<file path="config.mk">
export PLATFORM = sky130hd
export DESIGN_NAME = guineveer_sram_arb
export DESIGN_NICKNAME = d
export VERILOG_FILES = /design/src/rtl/guineveer_sram_arb_pkg.sv /design/src/rtl/guineveer_sram_arb_fifo.sv /design/src/rtl/guineveer_sram_arb.sv
export SDC_FILE = /design/constraint.sdc
export NUM_CORES = 1
export LEC_CHECK = 0
export CORE_AREA = 5 5 173 175
export DETAILED_ROUTE_END_ITERATION = 8
export DIE_AREA = 0 0 178 180
export MAX_ROUTING_LAYER = met4
export SLEW_MARGIN = 10
export SYNTH_ARGS = -nofsm -noshare
export SYNTH_HDL_FRONTEND = slang
export SYNTH_HIERARCHICAL = 1
export SYNTH_SLANG_ARGS = --single-unit
export TNS_END_PERCENT = 50
</file>
<file path="constraint.sdc">
create_clock -name clk_i -period 3.2 [get_ports clk_i]
set_input_delay 0.96 -clock clk_i [delete_from_list [all_inputs] [get_ports clk_i]]
set_output_delay 0.96 -clock clk_i [all_outputs]
set_load 0.02 [all_outputs]
</file>
<file path="src/rtl/guineveer_sram_arb_pkg.sv">
// Shared types and width helpers for the SRAM arbiter and its response-index FIFO.
package guineveer_sram_arb_pkg;

    localparam int MAX_NUM_REQ = 8;
    localparam int REQ_IDX_W   = $clog2(MAX_NUM_REQ);

    typedef logic [REQ_IDX_W-1:0] req_idx_t;

    // Pointer width that stays legal for a depth of one.
    function automatic int clog2_min1(input int n);
        return (n > 1) ? $clog2(n) : 1;
    endfunction

endpackage

</file>
<file path="src/rtl/guineveer_sram_arb_fifo.sv">
// In-order FIFO of requester indices for granted memory requests awaiting a response.
module guineveer_sram_arb_fifo
    import guineveer_sram_arb_pkg::*;
#(
    parameter int DEPTH = 4,
    parameter int WIDTH = 3
) (
    input  logic                         clk_i,
    input  logic                         rst_ni,
    input  logic                         push_i,
    input  logic [WIDTH-1:0]             data_i,
    input  logic                         pop_i,
    output logic [WIDTH-1:0]             data_o,
    output logic                         full_o,
    output logic                         empty_o,
    output logic [$clog2(DEPTH+1)-1:0]   count_o
);

    localparam int PTR_W = clog2_min1(DEPTH);
    localparam int CNT_W = $clog2(DEPTH+1);

    logic [WIDTH-1:0] mem_q [DEPTH];
    logic [PTR_W-1:0] wr_ptr_q, rd_ptr_q;
    logic [CNT_W-1:0] count_q;
    logic             do_push, do_pop;

    function automatic logic [PTR_W-1:0] next_ptr(input logic [PTR_W-1:0] p);
        return (p == PTR_W'(DEPTH-1)) ? '0 : p + PTR_W'(1);
    endfunction

    assign full_o  = (count_q == CNT_W'(DEPTH));
    assign empty_o = (count_q == '0);
    assign count_o = count_q;
    assign data_o  = mem_q[rd_ptr_q];
    assign do_push = push_i && !full_o;
    assign do_pop  = pop_i && !empty_o;

    always_ff @(posedge clk_i) begin
        if (do_push) begin
            mem_q[wr_ptr_q] <= data_i;
        end
    end

    always_ff @(posedge clk_i or negedge rst_ni) begin
        if (!rst_ni) begin
            wr_ptr_q <= '0;
            rd_ptr_q <= '0;
            count_q  <= '0;
        end else begin
            if (do_push) wr_ptr_q <= next_ptr(wr_ptr_q);
            if (do_pop)  rd_ptr_q <= next_ptr(rd_ptr_q);
            if (do_push && !do_pop) begin
                count_q <= count_q + CNT_W'(1);
            end else if (!do_push && do_pop) begin
                count_q <= count_q - CNT_W'(1);
            end
        end
    end

endmodule

</file>
<file path="src/rtl/guineveer_sram_arb.sv">
// Round-robin arbiter funnelling several requesters onto one SRAM port, routing
// in-order responses back to the requester that issued each request.
module guineveer_sram_arb
    import guineveer_sram_arb_pkg::*;
#(
    parameter int NUM_REQ         = 2,
    parameter int ADDR_WIDTH      = 32,
    parameter int DATA_WIDTH      = 64,
    parameter int MAX_OUTSTANDING = 4
) (
    input  logic                                   clk_i,
    input  logic                                   rst_ni,
    input  logic [NUM_REQ-1:0]                     req_i,
    output logic [NUM_REQ-1:0]                     gnt_o,
    input  logic [NUM_REQ-1:0][ADDR_WIDTH-1:0]     addr_i,
    input  logic [NUM_REQ-1:0]                     we_i,
    input  logic [NUM_REQ-1:0][DATA_WIDTH/8-1:0]   strb_i,
    input  logic [NUM_REQ-1:0][DATA_WIDTH-1:0]     wdata_i,
    output logic [NUM_REQ-1:0]                     rvalid_o,
    output logic [DATA_WIDTH-1:0]                  rdata_o,
    output logic                                   mem_req_o,
    input  logic                                   mem_gnt_i,
    output logic [ADDR_WIDTH-1:0]                  mem_addr_o,
    output logic                                   mem_we_o,
    output logic [DATA_WIDTH/8-1:0]                mem_strb_o,
    output logic [DATA_WIDTH-1:0]                  mem_wdata_o,
    input  logic                                   mem_rvalid_i,
    input  logic [DATA_WIDTH-1:0]                  mem_rdata_i,
    output logic                                   busy_o,
    output logic                                   err_o
);

    localparam int CNT_W = $clog2(MAX_OUTSTANDING+1);

    req_idx_t         ptr_q, lock_idx_q, rr_sel, sel, head_idx, hi_sel, lo_sel;
    logic             lock_valid_q, err_q, hi_found;
    logic             handshake, pop, fifo_full, fifo_empty;
    logic [CNT_W-1:0] fifo_count;

    // Handshake: a transfer happens in any cycle where mem_req_o and mem_gnt_i are
    // both high; requesters hold req_i and payload until their gnt_o pulses.
    assign mem_req_o = rst_ni && (|req_i) && !fifo_full;
    assign handshake = mem_req_o && mem_gnt_i;
    assign pop       = mem_rvalid_i && !fifo_empty;
    assign busy_o    = rst_ni && ((fifo_count != '0) || (|req_i));
    assign err_o     = err_q;
    assign sel       = lock_valid_q ? lock_idx_q : rr_sel;

    // First active index at or above the pointer, else the lowest active index.
    always_comb begin
        hi_sel   = '0;
        lo_sel   = '0;
        hi_found = 1'b0;
        for (int i = NUM_REQ-1; i >= 0; i--) begin
            if (req_i[i]) begin
                lo_sel = req_idx_t'(i);
                if (req_idx_t'(i) >= ptr_q) begin
                    hi_sel   = req_idx_t'(i);
                    hi_found = 1'b1;
                end
            end
        end
        rr_sel = hi_found ? hi_sel : lo_sel;
    end

    always_comb begin
        mem_addr_o  = '0;
        mem_we_o    = 1'b0;
        mem_strb_o  = '0;
        mem_wdata_o = '0;
        gnt_o       = '0;
        rvalid_o    = '0;
        for (int i = 0; i < NUM_REQ; i++) begin
            if (mem_req_o && (sel == req_idx_t'(i))) begin
                mem_addr_o  = addr_i[i];
                mem_we_o    = we_i[i];
                mem_strb_o  = strb_i[i];
                mem_wdata_o = wdata_i[i];
            end
            gnt_o[i]    = handshake && (sel == req_idx_t'(i));
            rvalid_o[i] = pop && (head_idx == req_idx_t'(i));
        end
        rdata_o = pop ? mem_rdata_i : '0;
    end

    always_ff @(posedge clk_i or negedge rst_ni) begin
        if (!rst_ni) begin
            ptr_q        <= '0;
            lock_valid_q <= 1'b0;
            lock_idx_q   <= '0;
            err_q        <= 1'b0;
        end else begin
            err_q <= mem_rvalid_i && fifo_empty;
            if (handshake) begin
                ptr_q        <= (sel == req_idx_t'(NUM_REQ-1)) ? '0 : sel + req_idx_t'(1);
                lock_valid_q <= 1'b0;
            end else if (mem_req_o) begin
                // Memory stalled: freeze the winner so the request stays stable.
                lock_valid_q <= 1'b1;
                lock_idx_q   <= sel;
            end
        end
    end

    guineveer_sram_arb_fifo #(
        .DEPTH (MAX_OUTSTANDING),
        .WIDTH (REQ_IDX_W)
    ) u_idx_fifo (
        .clk_i   (clk_i),
        .rst_ni  (rst_ni),
        .push_i  (handshake),
        .data_i  (sel),
        .pop_i   (pop),
        .data_o  (head_idx),
        .full_o  (fifo_full),
        .empty_o (fifo_empty),
        .count_o (fifo_count)
    );

endmodule
</file>
**Word level (Yosys, flattened, before mapping)**

Memory sizes are Yosys's and may differ from the RTL's.
Index checks and enable logic that the tools add are counted.

- Flip-flop bits (word level): 15
- Bits in writable memories: 12
- Output and inout port bits: 176
- Logic and storage cells: 80
- Memories: 1

- $add $sub $neg: 5
- $lt $le $gt $ge: 2
- Eq/ne operators: 5
- Muxes and demuxes: 30
- Bitwise operators: 1
- Reductions and logical operators: 29

Memories:

| memory | words | width | read ports | clocked after Yosys merged registers in | write ports | RTL line | source |
|---|---|---|---|---|---|---|---|
| u_idx_fifo.mem_q | 4 | 3 | 1 | 0 | 1 | guineveer_sram_arb_fifo.sv:22 | `logic [WIDTH-1:0] mem_q [DEPTH];` |

Operators with widths:

| cell | count |
|---|---|
| $mux 64 | 3 |
| $mux 32 | 2 |
| $mux 3 | 9 |
| $logic_and 1x1->1 | 16 |
| $mux 8 | 2 |
| $mux 1 | 12 |
| $logic_not 3->1 | 3 |
| $add 3x1->3 const B | 2 |
| $eq 3x1->1 const B | 2 |
| $ge 1x3->1 const A | 2 |
| $add 2x1->2 const B | 2 |
| $eq 2x2->1 const B | 2 |
| $logic_not 1->1 | 4 |
| $mux 2 | 2 |
| $reduce_bool 2->1 | 2 |
| $eq 3x3->1 const B | 1 |
| $reduce_bool 3->1 | 1 |
| $sub 3x1->3 const B | 1 |
| $reduce_and 2->1 | 1 |
| $reduce_or 2->1 | 1 |
| $logic_or 1x1->1 | 1 |
| $not 1->1 | 1 |

**Depth between registers and ports, before layout**

- Word-level depth: 11
- Mapped depth: 12
- Mapped depth without buffers: 11

**By module**

Netlist, hierarchy kept.

By module, submodules not included:

| module | times used | cells an instance | area an instance (sq um) |
|---|---|---|---|
| guineveer_sram_arb | 1 | 249 | 1956.9 |
| guineveer_sram_arb_fifo | 1 | 52 | 898.4 |

**Worst setup path after synthesis**

OpenSTA, ideal clock, no wires.

- Path type: input-to-output
- Start: in req_i[1]
- End: out mem_addr_o[0]
- Arrival: 2.334 ns
- Required time: 2.240 ns
- Setup slack: -0.094 ns
- Stages on the path: 6
- Buffers on the path: 2
- Path through: or2_2 nand4b_1 a21boi_1 clkbuf_1 clkbuf_1 a22o_1

- Word-level cells in the longest chain between the ends: 9

Ends and longest elaborated chain:

| element | RTL line | source |
|---|---|---|
| start: declaration | guineveer_sram_arb.sv:13 | `input logic [NUM_REQ-1:0] req_i,` |
| $mux 3 / $mux 1 (equally long branches) | guineveer_sram_arb.sv:55 | `if (req_i[i]) begin` |
| $mux 3 / $mux 1 (equally long branches) | guineveer_sram_arb.sv:57 | `if (req_idx_t'(i) >= ptr_q) begin` |
| $mux 3 / $mux 1 (equally long branches) | guineveer_sram_arb.sv:55 |  |
| $mux 3 | guineveer_sram_arb.sv:63 | `rr_sel = hi_found ? hi_sel : lo_sel;` |
| $mux 3 | guineveer_sram_arb.sv:47 | `assign sel = lock_valid_q ? lock_idx_q : rr_sel;` |
| $logic_not 3->1 | guineveer_sram_arb.sv:74 | `if (mem_req_o && (sel == req_idx_t'(i))) begin` |
| $logic_and 1x1->1 | guineveer_sram_arb.sv:74 |  |
| $mux 32 | guineveer_sram_arb.sv:74 |  |
| $mux 32 (*) | guineveer_sram_arb.sv:74 |  |
| end: declaration | guineveer_sram_arb.sv:23 | `output logic [ADDR_WIDTH-1:0] mem_addr_o,` |

Mark *: on every way between the ends. The rest lies on a longest branch, timed or not.

**Final worst setup path**

- Start: reg ptr_q[1]
- End: out mem_wdata_o[13]

- Word-level cells in the longest chain between the ends: 11

Ends and longest elaborated chain:

| element | RTL line | source |
|---|---|---|
| start: declaration | guineveer_sram_arb.sv:35 | `req_idx_t ptr_q, lock_idx_q, rr_sel, sel, head_idx, hi_sel, lo_sel;` |
| start signal: assignment | guineveer_sram_arb.sv:95 | `ptr_q <= (sel == req_idx_t'(NUM_REQ-1)) ? '0 : sel + req_idx_t'(1);` |
| $ge 1x3->1 | guineveer_sram_arb.sv:57 |  |
| $mux 1 | guineveer_sram_arb.sv:57 |  |
| $mux 3 / $mux 1 (equally long branches) | guineveer_sram_arb.sv:55 |  |
| $mux 3 / $mux 1 (equally long branches) | guineveer_sram_arb.sv:57 |  |
| $mux 3 / $mux 1 (equally long branches) | guineveer_sram_arb.sv:55 |  |
| $mux 3 (*) | guineveer_sram_arb.sv:63 |  |
| $mux 3 (*) | guineveer_sram_arb.sv:47 |  |
| $logic_not 3->1 | guineveer_sram_arb.sv:74 |  |
| $logic_and 1x1->1 | guineveer_sram_arb.sv:74 |  |
| $mux 64 | guineveer_sram_arb.sv:74 |  |
| $mux 64 (*) | guineveer_sram_arb.sv:74 |  |
| end: declaration | guineveer_sram_arb.sv:26 | `output logic [DATA_WIDTH-1:0] mem_wdata_o,` |

Marked as above.

==> impl_results.md <==
* WP data arrival at 2.47 ns
* CTS Buffer Depth at 2
* Hold Crit Depth at 1
* Place WS at -1.00 ns
* IO buf count at 455
* Die height at 180 microns
* DR DRC count at 0
* Cell Rows at 62
* Via-per-instance ratio at 3.86
* Die X at 178 microns
* Routed Antenna Nets at 0
* Simple-gate share of the synthesized area at 0.217
* Seq/Total Area, Yosys at 0.258
* Initial core utilization at 0.101
* Die area at 0.0320 sq mm
* Post-route setup slack at -0.232 ns
* Ports at 456
* Post-synth EDFFs at 12
* Clock-pin slew on the worst setup and hold paths at 0.06 ns
* Mapped Area at 0.00286 sq mm
* Pwr Density at 554 mW/mm^2
* RSZ-0062 raised after global routing: yes
* Asr flop ratio synth at 0.556
* DR iter-0 viols at 156
* Vias in the first global route at 5057
* Adder-cell area share of the yosys netlist at 0.0333
* Synthesized flop and latch total at 27
* Pin count of the biggest net entering global routing at 65
* Nature of the critical path endpoint: output pin
* First-pass GRT wire length at 32.1 mm
* GR Overflow Total at 0
* Main flop type after synthesis: dfrtp_1
* Crit share post-route at 1.07
* Worst Hold Path EP: ptr_q[0]
* Total Wirelength at 24.2 mm
* Multi-input gate area at 0.00203 sq mm
* Layout area overhead at 231%
* Skew final at 0.00260 ns
* Clock sink count at 27
* Final setup viols at 94
* Total global-route track usage at 0.136
* Kind of critical path: reg -> out
* Leakage at 4.40 nW
* FF-to-FF path depth at 13
* DR vias at 4738
* Syn Nets at 588
* Hold_sp: ptr_q[0]
* Synth top area share at 0.322
* Total number of H-tree levels at 1
* Syn_area_per_cell at 9.49 sq um
* Reg2reg end: u_idx_fifo/count_o[2]
* Nets at 1126
* Main combinational cell family by area after synthesis: compound AO/OA/AOI/OAI gates
* Synth area leader: a22o_1
* Mapped Cells at 301
* Synth Area in Compound Gates at 0.351
* Initial antenna violation count at 5
* CP Launch Type: register
* Post-synthesis mux area share at 0.0574
* Critical Path Fanout Max at 7
* Hold WC Path Type: reg -> reg
* Fillers at 2896
* DP HPWL at 18.6 mm
* Worst-skew pair later-pin latency at 0.26 ns
* Wirelength per Cell at 19.7 microns
* Total power at 5.24 mW
* CTS tree: yes
* Failing checks: setup timing
* Yosys Warn Count at 6
* Tightest Pin Transition at 0.409 ns
* Clk root buf: clkbuf_16
* Xor-xnor portion of the synthesized cell area at 0.0123
* Total CTS buffers at 3
* Core area at 0.0283 sq mm
* Max Cap Viol at 0
* Worst R2R Setup Slack at 0.72 ns
* RR Startpoint: u_idx_fifo/count_o[2]
* Peak VDD IR at 0.000230 V
* Layout cells sized above 1 at 0.354
* Fmax at 291 MHz
* Final Wtd Congestion at 0.956
* CP Data Required Time at 2.24 ns
* Top post-synthesis cells by area: a22o_1, and2_1, dfrtp_1
* Final core occ at 0.334
* Final Max Slew Viols at 0
* TritonRoute pass-1 iters at 4
* Count of different cell masters after synthesis at 39
* Reg area at 736 sq um
* Status: finished, violations left
* Tmin final at 3.43 ns
* Slew margin rel. at 0.726
* Final Hold Viols at 0
==> Yosys cell counts, types with 2 or more instances <==
master / number
a22o_1: 105
and2_1: 67
clkbuf_1: 18
dfrtp_1: 15
edfxtp_1: 12
inv_1: 9
buf_6: 7
ha_1: 6
buf_2: 5
mux2_2: 5
and2_2: 4
nand2_1: 4
nor2_1: 4
nor2b_1: 4
a21oi_1: 3
mux4_2: 3
xor2_1: 3
mux2_4: 2
nand3_1: 2
nor3_1: 2
nor4b_1: 2
o31ai_1: 2
==> worst max-delay path by stage <==
stage | startpoint | end | slack, ns | cells after the start
6_report | ptr_q[1] | mem_wdata_o[13] | -0.23 | 10
3_3_place_gp | req_i[1] | mem_wdata_o[63] | -1.01 | 8
2_1_floorplan | req_i[1] | mem_addr_o[0] | -0.09 | 6
3_5_place_dp | req_i[1] | gnt_o[0] | -1.00 | 8
5_1_grt | ptr_q[1] | mem_wdata_o[13] | -0.32 | 10
4_1_cts | mem_rvalid_i | rdata_o[12] | -0.38 | 6
==> sequential cells by signal, summed over array words and instances, names as in the netlist <==
name,count
u_idx_fifo/mem_q,12
lock_idx_q,3
ptr_q,3
u_idx_fifo/count_o,3
u_idx_fifo/rd_ptr_q,2
u_idx_fifo/wr_ptr_q,2
err_o,1
lock_valid_q,1
==> area by class of cell <==
type	count	area share
Antenna cell	6	0.00159
Clock buffer	4	0.00834
Inverter	9	0.00410
Multi-Input combinational cell	235	0.215
Sequential cell	27	0.0779
Tap cell	384	0.0508
Timing Repair Buffer	563	0.643
==> cells in the final DEF (no fill, tap or decap), drive strengths merged, types with 2 or more instances in the layout <==
master,n
inv,9
a21boi,2
dlygate4sd2,2
a21oi,4
mux2,7
nor2,4
clkbuf,8
nand3,2
clkdlybuf4s15,7
nor3,2
buf,249
dlymetal6s2s,26
nand2,4
o31ai,2
edfxtp,12
and2,71
clkdlybuf4s50,275
nor4b,2
ha,6
diode,6
nand2b,2
mux4,3
a22o,105
xor2,3
dfrtp,15
nor2b,5
==> cells by family (layout without fill, tap and decap cells) <==
group | Yosys count | in the layout
multiplexers | 11 | 11
adder cells (fa/ha/maj) | 7 | 7
AO/OA/AOI/OAI | 116 | 116
XOR/XNOR | 4 | 4
AND/OR/NAND/NOR | 97 | 97
flip-flops | 27 | 27
buffers and inverters | 39 | 576
other | 0 | 6
==> per-layer routing <==
layer	track usage	routed length, microns
met5	-	0
met4	0.0328	389
met1	0.151	8900
met3	0.0212	2080
met2	0.253	12800
==> what timing repair did <==
item | in CTS | in global routing
hold buffers | 0 | 0
resized for setup | 721 | 148
cloned | 19 | 4
pin swaps | 74 | 55
buffers inserted | 33 | 22
setup endpoints to repair | 169 | 174
==> through the flow <==
| step | area, sq um | hold WS, ns | setup TNS (ns) | std cells |
|---|---|---|---|---|
| 2_1_floorplan | 2860 | 0.442 | -4.68 | 301 |
| 3_3_place_gp | 8210 | 0.464 | -121.85 | 1161 |
| 3_5_place_dp | 8210 | 0.464 | -116.86 | 1161 |
| 4_1_cts | 9250 | 0.486 | -29.96 | 1214 |
| 5_1_grt | 9440 | 0.564 | -18.54 | 1226 |
| 6_report | 9450 | 0.530 | -10.38 | 1228 |
==> worst max-delay path: stages (launching register included) <==
cell and delay (ns):
dfrtp_1 0.37, or3b_4 0.41, buf_6 0.13, o211ai_1 0.28, a21boi_4 0.13, buf_12 0.17
buf_12 0.13, buf_16 0.12, buf_6 0.10, a22o_1 0.23, buf_6 0.13
==> power by group <==
| part | internal (mW) | leakage, nW | switching, mW |
|---|---|---|---|
| logic | 2.50 | 4.05 | 1.93 |
| registers | 0.447 | 0.306 | 0.0795 |
| clock network | 0.170 | 0.0382 | 0.112 |
| total | 3.12 | 4.40 | 2.12 |
Note: power is estimated with default switching activity, not from simulation.
